[config.mk]
export PLATFORM = sky130hd
export DESIGN_NAME = demux_16bit_1to4_buf
export DESIGN_NICKNAME = d
export VERILOG_FILES = /design/src/rtl/demux_16bit_1to4_buf_pkg.sv /design/src/rtl/demux_16bit_1to4_buf_slot.sv /design/src/rtl/demux_16bit_1to4_buf.sv
export SDC_FILE = /design/constraint.sdc
export NUM_CORES = 1
export LEC_CHECK = 0
export ABC_AREA = 1
export BUFFER_PORTS_ARGS = -buffer_cell sky130_fd_sc_hd__buf_2
export CAP_MARGIN = 5
export CORE_MARGIN = 5
export CORE_UTILIZATION = 45
export CTS_CLUSTER_SIZE = 24
export DETAILED_ROUTE_END_ITERATION = 12
export PLACE_DENSITY = 0.76
export SLEW_MARGIN = 20
export SYNTH_ARGS = -nofsm -noshare
export SYNTH_HDL_FRONTEND = slang
export SYNTH_SLANG_ARGS = --single-unit
[constraint.sdc]
create_clock -name clk -period 1.4 [get_ports clk]
set_clock_uncertainty 0.2 [all_clocks]
set_input_delay 0.07 -clock clk [delete_from_list [all_inputs] [get_ports clk]]
set_output_delay 0.07 -clock clk [all_outputs]
set_load 0.005 [all_outputs]
[src/rtl/demux_16bit_1to4_buf_pkg.sv]
// Shared definitions for the 1-to-4 buffered demux: default width, channel count
// and the select encodings, plus the select-to-one-hot decode used by the top.
package demux_16bit_1to4_buf_pkg;

    localparam int DEMUX_WIDTH = 16;
    localparam int NUM_CH      = 4;

    typedef enum logic [1:0] {
        CH0 = 2'd0,
        CH1 = 2'd1,
        CH2 = 2'd2,
        CH3 = 2'd3
    } ch_sel_e;

    function automatic logic [NUM_CH-1:0] sel_decode(input logic [1:0] sel);
        logic [NUM_CH-1:0] onehot;
        onehot = '0;
        case (ch_sel_e'(sel))
            CH0:     onehot = 4'b0001;
            CH1:     onehot = 4'b0010;
            CH2:     onehot = 4'b0100;
            CH3:     onehot = 4'b1000;
            default: onehot = '0;
        endcase
        return onehot;
    endfunction

endpackage

[src/rtl/demux_16bit_1to4_buf_slot.sv]
// Single-entry holding register for one demux channel. Flush beats push,
// push beats pop, so a same-cycle push and pop keeps the slot full.
module demux_16bit_1to4_buf_slot #(
    parameter int WIDTH = 16
) (
    input  logic             clk,
    input  logic             rst_n,
    input  logic             flush,
    input  logic             push,
    input  logic [WIDTH-1:0] push_data,
    input  logic             pop,
    output logic             valid,
    output logic [WIDTH-1:0] data
);

    logic             valid_q, valid_d;
    logic [WIDTH-1:0] data_q,  data_d;

    always_comb begin
        valid_d = valid_q;
        data_d  = data_q;
        if (flush) begin
            valid_d = 1'b0;
        end else if (push) begin
            valid_d = 1'b1;
            data_d  = push_data;
        end else if (pop) begin
            valid_d = 1'b0;
        end
    end

    always_ff @(posedge clk or negedge rst_n) begin
        if (!rst_n) begin
            valid_q <= 1'b0;
            data_q  <= '0;
        end else begin
            valid_q <= valid_d;
            data_q  <= data_d;
        end
    end

    assign valid = valid_q;
    assign data  = data_q;

endmodule

[src/rtl/demux_16bit_1to4_buf.sv]
// Steers one producer stream into one of four single-entry slots chosen by sel;
// a stalled consumer only blocks pushes aimed at its own slot.
module demux_16bit_1to4_buf
    import demux_16bit_1to4_buf_pkg::*;
#(
    parameter int WIDTH = DEMUX_WIDTH
) (
    input  logic              clk,
    input  logic              rst_n,
    input  logic              flush,
    input  logic              in_valid,
    output logic              in_ready,
    input  logic [1:0]        sel,
    input  logic [WIDTH-1:0]  in_data,
    output logic [NUM_CH-1:0] out_valid,
    input  logic [NUM_CH-1:0] out_ready,
    output logic [WIDTH-1:0]  out_data_0,
    output logic [WIDTH-1:0]  out_data_1,
    output logic [WIDTH-1:0]  out_data_2,
    output logic [WIDTH-1:0]  out_data_3,
    output logic              busy
);

    logic [NUM_CH-1:0] slot_valid;
    logic [NUM_CH-1:0] push_vec;
    logic [WIDTH-1:0]  slot_data [NUM_CH];

    // A full slot can still accept if its consumer drains it on the same edge.
    assign in_ready = ~flush & (~slot_valid[sel] | out_ready[sel]);
    assign push_vec = (in_valid & in_ready) ? sel_decode(sel) : '0;

    for (genvar i = 0; i < NUM_CH; i++) begin : g_slot
        demux_16bit_1to4_buf_slot #(
            .WIDTH (WIDTH)
        ) u_slot (
            .clk       (clk),
            .rst_n     (rst_n),
            .flush     (flush),
            .push      (push_vec[i]),
            .push_data (in_data),
            .pop       (slot_valid[i] & out_ready[i]),
            .valid     (slot_valid[i]),
            .data      (slot_data[i])
        );
    end

    assign out_valid  = slot_valid;
    assign out_data_0 = slot_data[0];
    assign out_data_1 = slot_data[1];
    assign out_data_2 = slot_data[2];
    assign out_data_3 = slot_data[3];
    assign busy       = |slot_valid;

endmodule

## Yosys cells after proc, flatten, opt, wreduce, memory -nomap -nowiden

Index checks and enable logic that the tools add are counted.

| cells by class | value |
|---|---|
| order comparisons | 1 |
| eq/ne operators | 3 |
| mux-type cells | 18 |
| bitwise operators | 9 |
| reductions and logical operators | 10 |

Operators with widths:

| cell | count |
|---|---|
| case mux 4 bit (4 select lines) | 1 |
| two-way mux 1 bit | 14 |
| nonzero test 3 bit | 4 |
| AND reduction 2 bit | 4 |
| AND 1 bit | 6 |
| binary-select mux 1 bit (select 2 bit) | 2 |
| == test 2 bit (second input constant) | 2 |
| two-way mux 4 bit | 1 |
| OR reduction 4 bit | 1 |
| less-than comparator 2 x 3 -> 1 bit (second input constant) | 1 |
| == test 2 x 1 -> 1 bit (second input constant) | 1 |
| zero test 2 bit | 1 |
| inverter 1 bit | 2 |
| bitwise OR 1 bit | 1 |

| word-level totals | value |
|---|---|
| register bits | 68 |
| bits of input ports | 26 |
| output and inout bits | 70 |
| logic and storage cells | 49 |

## Logic depth before layout (Yosys ltp)

| logic depth | value |
|---|---|
| depth after elaboration | 9 |
| mapped depth | 12 |
| mapped depth without buffers | 10 |

## Cells and area by module

From an unflattened synthesis, not the netlist that was laid out.

| second synthesis, totals | value |
|---|---|
| cell total of the unflattened synthesis | 337 |
| area total of the unflattened synthesis | 3,054.2 µm² |

By module, submodules not included:

| module | instances | cells an instance | area an instance (µm²) | seq. area each (µm²) |
|---|---|---|---|---|
| demux_16bit_1to4_buf_slot | 4 | 74 | 719.4 | 425.4 |
| demux_16bit_1to4_buf | 1 | 41 | 176.4 | 0.0 |

## Worst setup path after synthesis

OpenSTA, ideal clock, no wires.

| timing path | value |
|---|---|
| path type | reg-to-reg |
| start point | register g_slot[3].u_slot.valid_q |
| end point | register g_slot[0].u_slot.data_q[10] |
| setup time | 65 ps |
| arrival | 1,271 ps |
| slack | -136 ps |
| cell stages (with the launch flop) | 11 |
| path buffers | 1 |
| clock period less this slack | 1,536 ps |
| cell sequence | dfrtp_1 nand2_1 nand2_1 nand2_1 nand2_2 nand2_2 nand3_4 nor2_4 buf_6 nand2_1 nand2_1 |

| between the ends | value |
|---|---|
| longest elaborated chain between the ends | 8 |

RTL lines:

| item | RTL line | source |
|---|---|---|
| start: declaration | demux_16bit_1to4_buf_slot.sv:16 | `logic valid_q, valid_d;` |
| start signal: assignment | demux_16bit_1to4_buf_slot.sv:37 | `valid_q <= valid_d;` |
| binary-select mux 1 bit (select 2 bit) | demux_16bit_1to4_buf.sv:29 | `assign in_ready = ~flush & (~slot_valid[sel] \| out_ready[sel]);` |
| two-way mux 1 bit (not written as such) | demux_16bit_1to4_buf.sv:29 |  |
| inverter 1 bit | demux_16bit_1to4_buf.sv:29 |  |
| bitwise OR 1 bit | demux_16bit_1to4_buf.sv:29 |  |
| AND 1 bit | demux_16bit_1to4_buf.sv:29 |  |
| AND 1 bit | demux_16bit_1to4_buf.sv:30 | `assign push_vec = (in_valid & in_ready) ? sel_decode(sel) : '0;` |
| two-way mux 4 bit | demux_16bit_1to4_buf.sv:30 |  |
| AND reduction 2 bit (no line) | - |  |
| end signal: assignment | demux_16bit_1to4_buf_slot.sv:38 | `data_q <= data_d;` |
| end: declaration | demux_16bit_1to4_buf_slot.sv:17 | `logic [WIDTH-1:0] data_q, data_d;` |

Every way passes these cells. The select of a mux whose other input is x is not followed.
A chain may end at the register's enable or synchronous reset.

## Worst setup path after layout

| timing path | value |
|---|---|
| start point | register g_slot[3].u_slot.valid_q |
| end point | output in_ready |

| between the ends | value |
|---|---|
| longest elaborated chain between the ends | 5 |

RTL lines:

| item | RTL line | source |
|---|---|---|
| binary-select mux 1 bit (select 2 bit) | demux_16bit_1to4_buf.sv:29 |  |
| two-way mux 1 bit (not written as such) | demux_16bit_1to4_buf.sv:29 |  |
| inverter 1 bit | demux_16bit_1to4_buf.sv:29 |  |
| bitwise OR 1 bit | demux_16bit_1to4_buf.sv:29 |  |
| AND 1 bit | demux_16bit_1to4_buf.sv:29 |  |
| end: declaration | demux_16bit_1to4_buf.sv:12 | `output logic in_ready,` |

Every way passes these cells. The select of a mux whose other input is x is not followed.

==> flow_summary.toml <==
[floorplanning]
floorplan.die.width_um = 89.3
core_mm2 = 0.00603
chipHeight_um = 89.3
floorplan.rows = 28
start_util_pct = 46.9
io_pins = 96
die_area_mm2 = 0.00797

[final_layout]
finalNetCount = 496
final_cell_mix = "159 x sky130_fd_sc_hd__nand2_1, 95 x sky130_fd_sc_hd__buf_2, 68 x sky130_fd_sc_hd__dfrtp_1"
finish.utilization_pct = 69.6
most_common_cell_after_layout_fill_and_taps_aside = "sky130_fd_sc_hd__nand2_1"
area_growth_syn_to_layout_pct = 48.3
antennaDiodeCount = 0
fin_cells = 550
fillerInstances = 466
drive_gt1_share_pct = 44.4

[critical_path]
worstSetupEndpoint = "in_ready"
largest_stage_delay_on_the_critical_path_ns = 0.39
start_kind = "register"
timing.critical_path.slowest_stage_cell = "sky130_fd_sc_hd__dfrtp_1"
worst_ep_required_time_ns = 1.13
reg2reg_start = "g_slot[3].u_slot.valid"
reg2reg_depth = 10
path_buf_inv = 2
crit_path_frequent_cell = "sky130_fd_sc_hd__nand2_1"
setup.worst_path.end_class = "output port"
cp_max_fo = 2
setup.reg_to_reg.worst_slack_ns = -0.21
worst-endpoint-arrival_ns = 1.34
r2r_end = "g_slot[2].u_slot.data[6]"
critPathTopFamily = "flip-flops"
worst-path-stages = 7
cp_cell_sequence = "nand2_1, nand2_1, nand2_1, nand2_2, buf_4, a21oi_2, buf_2"
critical_path_class = "reg -> out"
worst_setup_path_startpoint = "g_slot[3].u_slot.valid"

[global_route]
largest_net_degree_at_the_start_of_global_routing = 33
gr-total-overflow = 0
antenna_violations_before_repair = 0
overall_global_routing_usage_pct = 23.6
grt_pass1_vias = 2860
grt_first_pass_wirelength_um = 14000

[clocking]
cts-root-to-sink-buffers = 2
cts_tree = "done"
clk_transition_reported_paths_ns = 0.08
num_cts_buffers = 9
cts.htree.levels = 3
numClockSinks = 68
cts-root-buf = "sky130_fd_sc_hd__clkbuf_8"
insertion_delay_ns = 0.34

[drt]
totalWireLength_um = 8600
detailedRoute.firstPassIterationCount = 4
drt-wirelength-per-cell_um = 15.6
drc_errors_left = 0
via_per_inst = 4.89
vias = 2691
drtIter0Drc = 130
postRouteAntennaNets = 0

[logic_synthesis]
synth_flop_cell = "sky130_fd_sc_hd__dfrtp_1"
syn-mean-instance-area_um2 = 8.81
synth-seq-area-share_pct = 60.2
yosysTopAreaCell = "sky130_fd_sc_hd__dfrtp_1"
yosysTopAreaCellShare_pct = 60.2
synth.ff_latch_count = 68
synth.lib_cells_used.distinct = 18
async_flop_share_pct = 100
synthesis.instances = 321
post_synth_instance_area_mm2 = 0.00283
number_of_enable_flip_flop_cells_after_synthesis = 0
synth_area_leaders = "sky130_fd_sc_hd__dfrtp_1 60%, sky130_fd_sc_hd__nand2_1 27%, sky130_fd_sc_hd__nor2_4 2.0%, sky130_fd_sc_hd__nand4_2 1.8%, sky130_fd_sc_hd__buf_6 1.6%"
synth_nets = 347
yosys_warnings = 0

[sta]
max_clock_freq_mhz = 619
grt_setup_unrepaired = "yes"
finalCriticalPeriod_ns = 1.61
slew_headroom_pct = 72.1
worst_pin_slew_ns = 0.418
post_route_fraction_of_the_period_consumed_by_the_critical_path_pct = 115
finalMaxSlewViolations = 0
final-hold-violation-count = 14
setup_viol = 70
final_critical_path_setup_slack_ns = -0.214
holdWs_ns = -0.0171

[placement]
post-place-cells = 508
gp_routability_congestion = 0.901
dp_slack_ns = -0.178
buffer_ports.inserted = 95
detailedPlacementHpwl_um = 5790

[worst_hold_path]
min_path_type = "in -> async"

[power_and_ir_drop]
p_leak_nw = 2.40
fin_total_pwr_mw = 5.27
peakVddDrop_mv = 0.799
power_density_mw_per_mm2 = 1260

[outcome]
outcome = "finished, violations left"
violated_checks = "hold timing, setup timing"

[flow_run]
max_cap_violations = 0
==> routing by layer <==
metal  track usage, %  wire [µm]  vias to the layer above
met5                0          0                        -
met4             12.2        152                        0
met3             5.07        505                       13
met2             37.5       4280                       92
met1             30.3       3650                     1316
li1                 -          -                     1270
==> area by class of cell <==
type	count	area (µm²)	share of cell area, %
Clock buffer	9	124	2.95
Clock inverter	7	52.6	1.25
Inverter	11	43.8	1.04
Multi-Input combinational cell	228	1110	26.4
Sequential cell	68	1700	40.6
Tap cell	75	93.8	2.24
Timing Repair Buffer	152	1070	25.5
==> Yosys cell counts, types with 2 or more instances <==
library cell / n
sky130_fd_sc_hd__inv_1: 9
sky130_fd_sc_hd__buf_6: 4
sky130_fd_sc_hd__buf_4: 5
sky130_fd_sc_hd__dfrtp_1: 68
sky130_fd_sc_hd__nand4_2: 4
sky130_fd_sc_hd__nand2_2: 4
sky130_fd_sc_hd__nand2_1: 202
sky130_fd_sc_hd__nand3_1: 3
sky130_fd_sc_hd__buf_2: 4
sky130_fd_sc_hd__nor2_1: 2
sky130_fd_sc_hd__inv_2: 2
sky130_fd_sc_hd__nor2_4: 5
sky130_fd_sc_hd__o31ai_1: 4
==> sequential cells by signal, summed over array words and instances, names as in the netlist <==
register	flops
g_slot.u_slot.data	64
g_slot.u_slot.valid	4
==> logic make-up after synthesis <==
family,synth area share (%)
AND/OR/NAND/NOR,33.3
AO/OA/AOI/OAI,1.24
buffers and inverters,5.27
flip-flops,60.2
==> power by group <==
part | switching [mW] | internal [mW]
Combinational | 0.628 | 0.593
Sequential | 0.231 | 2.36
Clock | 0.814 | 0.647
Total | 1.67 | 3.60
==> repair_timing <==
item                       4_1_cts  5_1_grt
buffers inserted                 0        5
hold buffers                    21        1
pin swaps                        2       10
hold endpoints to repair       136        4
resized for setup               33       32
setup endpoints to repair       70       70
==> how the worst min path moves through the flow <==
stage                           endpoint  slack, ns  depth (start not counted)
3_5_place_dp    g_slot[2].u_slot.data[8]      -0.18                          1
5_1_grt         g_slot[2].u_slot.data[8]      0.004                          2
6_report        g_slot[2].u_slot.data[8]      -0.02                          2
4_1_cts        g_slot[1].u_slot.data[13]      -0.21                          3
3_3_place_gp    g_slot[2].u_slot.data[8]      -0.18                          1
2_1_floorplan   g_slot[0].u_slot.data[0]      -0.43                          0
==> through the flow <==
step                      TNS [ns]  area, µm²
after global placement       -7.32       3590
after floorplan              -3.70       2840
final                       -11.07       4190
after CTS                   -10.22       4060
after detailed placement     -9.18       3590
after global routing        -19.93       4190
Note: power is estimated with default switching activity, not from simulation.
